$ cat config.mk
export PLATFORM = sky130hd
export DESIGN_NAME = sram_arbiter
export DESIGN_NICKNAME = d
export VERILOG_FILES = /design/src/rtl/sram_arb_pkg.sv /design/src/rtl/sram_arbiter.sv
export SDC_FILE = /design/constraint.sdc
export NUM_CORES = 1
export LEC_CHECK = 0
export ABC_CLOCK_PERIOD_IN_PS = 3600
export BUFFER_PORTS_ARGS = -buffer_cell sky130_fd_sc_hd__buf_2
export CORE_AREA = 2 2 66 81
export CTS_CLUSTER_DIAMETER = 60
export CTS_CLUSTER_SIZE = 14
export DETAILED_ROUTE_END_ITERATION = 16
export DIE_AREA = 0 0 68 83
export GPL_TIMING_DRIVEN = 0
export PLACE_DENSITY = 0.83
export SLEW_MARGIN = 40
export SYNTH_ARGS = -nofsm -noshare
export SYNTH_HDL_FRONTEND = slang
export SYNTH_SLANG_ARGS = --single-unit
export TNS_END_PERCENT = 20
$ cat constraint.sdc
create_clock -name clk -period 3.6 [get_ports clk]
set_input_delay 0.18 -clock clk [delete_from_list [all_inputs] [get_ports clk]]
set_output_delay 0.18 -clock clk [all_outputs]
set_load 0.03 [all_outputs]
$ cat src/rtl/sram_arb_pkg.sv
// Shared types for the SRAM arbiter: FSM states, access owner encoding and
// the counter width helper.
package sram_arb_pkg;

    typedef enum logic [1:0] {
        IDLE    = 2'd0,
        ACCESS  = 2'd1,
        RECOVER = 2'd2
    } state_t;

    typedef enum logic {
        OWN_CPU = 1'b0,
        OWN_DMA = 1'b1
    } owner_t;

    // Bits needed to count 0..n-1, never less than one bit.
    function automatic int clog2(input int n);
        int w;
        w = 0;
        while ((1 << w) < n) w++;
        return (w < 1) ? 1 : w;
    endfunction

endpackage

$ cat src/rtl/sram_arbiter.sv
// Two-port arbiter (AVR stalling port + DMA req/ack) onto one asynchronous
// SRAM, with registered strobes held for ACCESS_CYCLES and a recovery cycle.
module sram_arbiter
    import sram_arb_pkg::*;
#(
    parameter int ADDR_W        = 17,
    parameter int DATA_W        = 8,
    parameter int ACCESS_CYCLES = 2
) (
    input  logic              clk,
    input  logic              nrst,
    input  logic [ADDR_W-1:0] cpu_a,
    input  logic [DATA_W-1:0] cpu_d_out,
    input  logic              cpu_cs,
    input  logic              cpu_oe,
    input  logic              cpu_we,
    output logic [DATA_W-1:0] cpu_d_in,
    output logic              cpu_wait,
    input  logic [ADDR_W-1:0] dma_addr,
    input  logic [DATA_W-1:0] dma_wdata,
    input  logic              dma_we,
    input  logic              dma_req,
    output logic              dma_ack,
    output logic [DATA_W-1:0] dma_rdata,
    output logic [ADDR_W-1:0] mem_a,
    output logic [DATA_W-1:0] mem_dq_o,
    output logic              mem_dq_oe,
    input  logic [DATA_W-1:0] mem_dq_i,
    output logic              mem_ce_n,
    output logic              mem_oe_n,
    output logic              mem_we_n
);

    localparam int               CNT_W    = clog2(ACCESS_CYCLES);
    localparam logic [CNT_W-1:0] CNT_LOAD = CNT_W'(ACCESS_CYCLES - 1);

    state_t           state;
    owner_t           owner;
    owner_t           last_grant;
    logic [CNT_W-1:0] cnt;
    logic             wr_op;

    logic cpu_vld;
    logic grant_dma;
    logic sel_wr;

    assign cpu_vld = cpu_cs & (cpu_oe | cpu_we);

    // Round robin: on a tie the requester that did not win last time goes.
    assign grant_dma = dma_req & (~cpu_vld | (last_grant == OWN_CPU));
    assign sel_wr    = grant_dma ? dma_we : cpu_we;

    // Released only in the CPU's own recovery cycle, so the core stalls
    // from the very first cycle it raises cs.
    assign cpu_wait = cpu_vld & ~((state == RECOVER) & (owner == OWN_CPU));

    always_ff @(posedge clk or negedge nrst) begin
        if (!nrst) begin
            state      <= IDLE;
            owner      <= OWN_CPU;
            last_grant <= OWN_DMA;
            cnt        <= '0;
            wr_op      <= 1'b0;
            mem_a      <= '0;
            mem_dq_o   <= '0;
            mem_dq_oe  <= 1'b0;
            mem_ce_n   <= 1'b1;
            mem_oe_n   <= 1'b1;
            mem_we_n   <= 1'b1;
            cpu_d_in   <= '0;
            dma_rdata  <= '0;
            dma_ack    <= 1'b0;
        end else begin
            dma_ack <= 1'b0;
            case (state)
                IDLE: begin
                    if (cpu_vld | dma_req) begin
                        state      <= ACCESS;
                        cnt        <= CNT_LOAD;
                        owner      <= grant_dma ? OWN_DMA : OWN_CPU;
                        last_grant <= grant_dma ? OWN_DMA : OWN_CPU;
                        wr_op      <= sel_wr;
                        mem_a      <= grant_dma ? dma_addr : cpu_a;
                        mem_dq_o   <= grant_dma ? dma_wdata : cpu_d_out;
                        mem_ce_n   <= 1'b0;
                        mem_oe_n   <= sel_wr;
                        mem_we_n   <= ~sel_wr;
                        mem_dq_oe  <= sel_wr;
                    end
                end
                ACCESS: begin
                    if (cnt == '0) begin
                        state     <= RECOVER;
                        mem_ce_n  <= 1'b1;
                        mem_oe_n  <= 1'b1;
                        mem_we_n  <= 1'b1;
                        mem_dq_oe <= 1'b0;
                        dma_ack   <= (owner == OWN_DMA);
                        if (!wr_op) begin
                            if (owner == OWN_DMA) dma_rdata <= mem_dq_i;
                            else                  cpu_d_in  <= mem_dq_i;
                        end
                    end else begin
                        cnt <= cnt - 1'b1;
                    end
                end
                // mem_a / mem_dq_o are left untouched here for hold time.
                RECOVER: state <= IDLE;
                default: state <= IDLE;
            endcase
        end
    end

endmodule

==> results.cfg <==
[yosys]
syn_area_mm2 = 0.00237
synthCells = 220
yosysTopAreaCellShare_pct = 50.7
synth-edff-count = 0
synthTopCellsByArea = dfrtp_1 51%, a31oi_1 13%, mux2_2 7.6%, nand3_1 5.7%, o21ai_0 5.7%
synth-seq-area-share_pct = 55.2
yosysUniqueCellTypes = 29
ys.flop_type = dfrtp_1
async_flop_share_pct = 100
syn_nets = 285
ys_ff_latch = 52
avgSynthCellArea_um2 = 10.8
ys_warn_count = 0
synth_top_area_cell = dfrtp_1

[placed_design]
io_buffers = 111
gp_congestion = 0.767
hpwl_mm = 4.68
place_area_mm2 = 0.00300
pre_cts_ws_ns = 1.75

[min_path]
hold_path.class = primary input to flip-flop

[drt]
vias_per_cell = 5.77
routed_wl_mm = 6.36
drt_pre_antenna_iters = 5
drtIter0Drc = 142
vias = 2306
drc = 0
ant_nets = 0
wire_per_inst_um = 15.9

[clock_network]
cts_buffers = 5
clk_latency_ns = 0.31
clock-sinks = 52
cts_tree = done
root_buffer = clkbuf_8
clk_pin_slew_ns = 0.10
ctsResizeCount = 0
clockBufferDepth = 2
htree_levels = 2

[floorplan]
die_y_um = 83
pin_count = 112
rows = 28
start_util_pct = 49.0
chipWidth_um = 68
core_mm2 = 0.00483
die_area_mm2 = 0.00564

[worst_setup_path]
endpoint = mem_a[1]
criticalPathCategory = flip-flop to flip-flop
critPathLaunch = state[1]
start_kind = flip-flop
cp_slowest_stage_delay_ns = 0.47
crit_required_ns = 3.76
rr_worst_depth = 4
timing.rr.end = mem_a[1]
worstSetupEndpointType = flip-flop
worstPathCellList = or2_2, a21oi_2, clkbuf_1, a31oi_1
crit_path_max_fanout = 10
worst_path_max_delay_cell = dfrtp_1
r2r_start = state[1]
rrSetupSlack_ns = 1.71
critical_path_arrival_ns = 2.05

[global_route]
grt.met2_usage_pct = 40.1
grt_pass1_wl_mm = 10.4
grt_overflow_total = 0
top_usage_layer = met2
grt_max_degree = 53
antenna_found_initial = 0
grt_util_met1_pct = 29.7
grt_pass1_vias = 2293
met3_usage_pct = 4.74
grt_use_total_pct = 23.6

[run]
drv_cap = 0

[timing]
period_minus_slack_ns = 1.89
final_hold_viol_count = 0
finalSetupViolCount = 0
max_slew_margin_pct = 58.2
fmax_mhz = 529
setup_tns_ns = 0
worst_slack_ns = 1.71
rsz0062_at_grt = false
drv_slew = 0
fin_worst_skew_ns = 0.00830
tightest_slew_ns = 0.627
post-route-period-util_pct = 52.5

[power]
power.total_mw = 2.97
swShare_pct = 47.5
power.switching_mw = 1.41
p_leak_nw = 1.42
pwr-share-comb_pct = 52.3
pwr_density_cell_mw_per_mm2 = 956
clkPwrFrac_pct = 11.4
intPower_mw = 1.56
p_seq_share_pct = 36.3
ir_worst_vdd_mv = 0.455

[final_layout]
layout-drive-gt1-share_pct = 43.5
diodes = 0
finalNetCount = 404
syn_to_final_growth_pct = 31.2
fin_util_pct = 64.3
design_area_mm2 = 0.00311

[status]
outcome = complete, no violations
[cell families after synthesis]
group | count (synthesis) | share of synthesized area (%)
multiplexers | 16 | 7.61
flip-flops | 52 | 55.2
buffers and inverters | 23 | 3.75
AO/OA/AOI/OAI | 90 | 23.9
AND/OR/NAND/NOR | 39 | 9.61
[worst min-delay path by stage]
stage | cells past startpoint | start | slack [ns] | endpoint
finish | 2 | mem_dq_i[1] | 0.11 | dma_rdata[1]
global route | 2 | mem_dq_i[0] | 0.1 | dma_rdata[0]
CTS | 2 | mem_dq_i[1] | 0.10 | dma_rdata[1]
detailed placement | 1 | nrst | 0.25 | dma_rdata[6]
global placement | 2 | mem_dq_i[1] | 0.43 | dma_rdata[1]
floorplan | 0 | nrst | -0.12 | cnt
[cell type report]
type                            instances  area [um^2]
Fill cell                             395         1730
Sequential cell                        52         1310
Multi-Input combinational cell        145          973
Timing Repair Buffer                  112          568
Tap cell                               60         75.1
Buffer                                 19         73.8
Clock buffer                            5         68.8
Clock inverter                          3         26.3
Inverter                                4         15.0
[sequential cells by signal, indices dropped and copies added, names as in the netlist, 2 cells and up]
signal / count
cpu_d_in: 8
state: 2
mem_a: 17
dma_rdata: 8
mem_dq_o: 8
[layout by cell type, fill, tap and decap left out]
cell           count
buf_2            112
a31oi_1           51
dfrtp_1           48
o21ai_0           27
nand3_1           27
mux2_2            16
clkbuf_1          16
clkbuf_8           5
dfstp_2            4
inv_1              3
nor3b_4            2
nand3b_1           2
or2_2              2
nor2_1             2
a221oi_1           2
nand2_1            2
clkinv_4           2
and2_1             1
clkinv_1           1
a21oi_2            1
o211a_1            1
o211ai_2           1
or3_1              1
a21bo_2            1
a21o_1             1
a22oi_1            1
a221o_1            1
o32ai_1            1
a32o_1             1
a2bb2oi_1          1
buf_1              1
inv_6              1
dlygate4sd3_1      1
buf_4              1
[critical path, delay by kind of cell, from the launching register on]
kind            cells  cell delay (ns)
simple gates        1             0.35
flops               1             0.47
compound gates      2             0.52
buf+inv             1             0.40
[Yosys cell counts, drive strengths merged (3+ instances only)]
cell    number
a31oi       51
buf          3
clkbuf      16
dfrtp       48
dfstp        4
inv          3
mux2        16
nand3       27
o21ai       27
[stage by stage]
stage | cells | hold WS [ns]
after floorplan | 220 | -0.116
after global placement | 391 | 0.428
after detailed placement | 391 | 0.245
after CTS | 400 | 0.102
after global routing | 400 | 0.0981
final | 400 | 0.110
[repair_timing]
item	CTS	global route
endpoints found under the hold margin	48	0
buffers inserted	0	0
hold buffers	1	0
setup endpoints to repair	0	0
[layer usage]
layer / up-vias / wire length [um]
met2: 127 / 3200
met3: 11 / 486
met1: 1079 / 2580
met4: 0 / 84
li1: 1089 / -
met5: - / 0
[power groups by stage]
stage	Combinational [mW]	Clock (mW)	Sequential, mW
2_1_floorplan	0.569	0	1.59
3_3_place_gp	1.52	0	1.07
3_5_place_dp	1.56	0	1.09
4_1_cts	1.56	0.349	1.08
5_1_grt	1.68	0.370	1.11
6_report	1.55	0.340	1.08
Power figures use the tool's default switching activity.
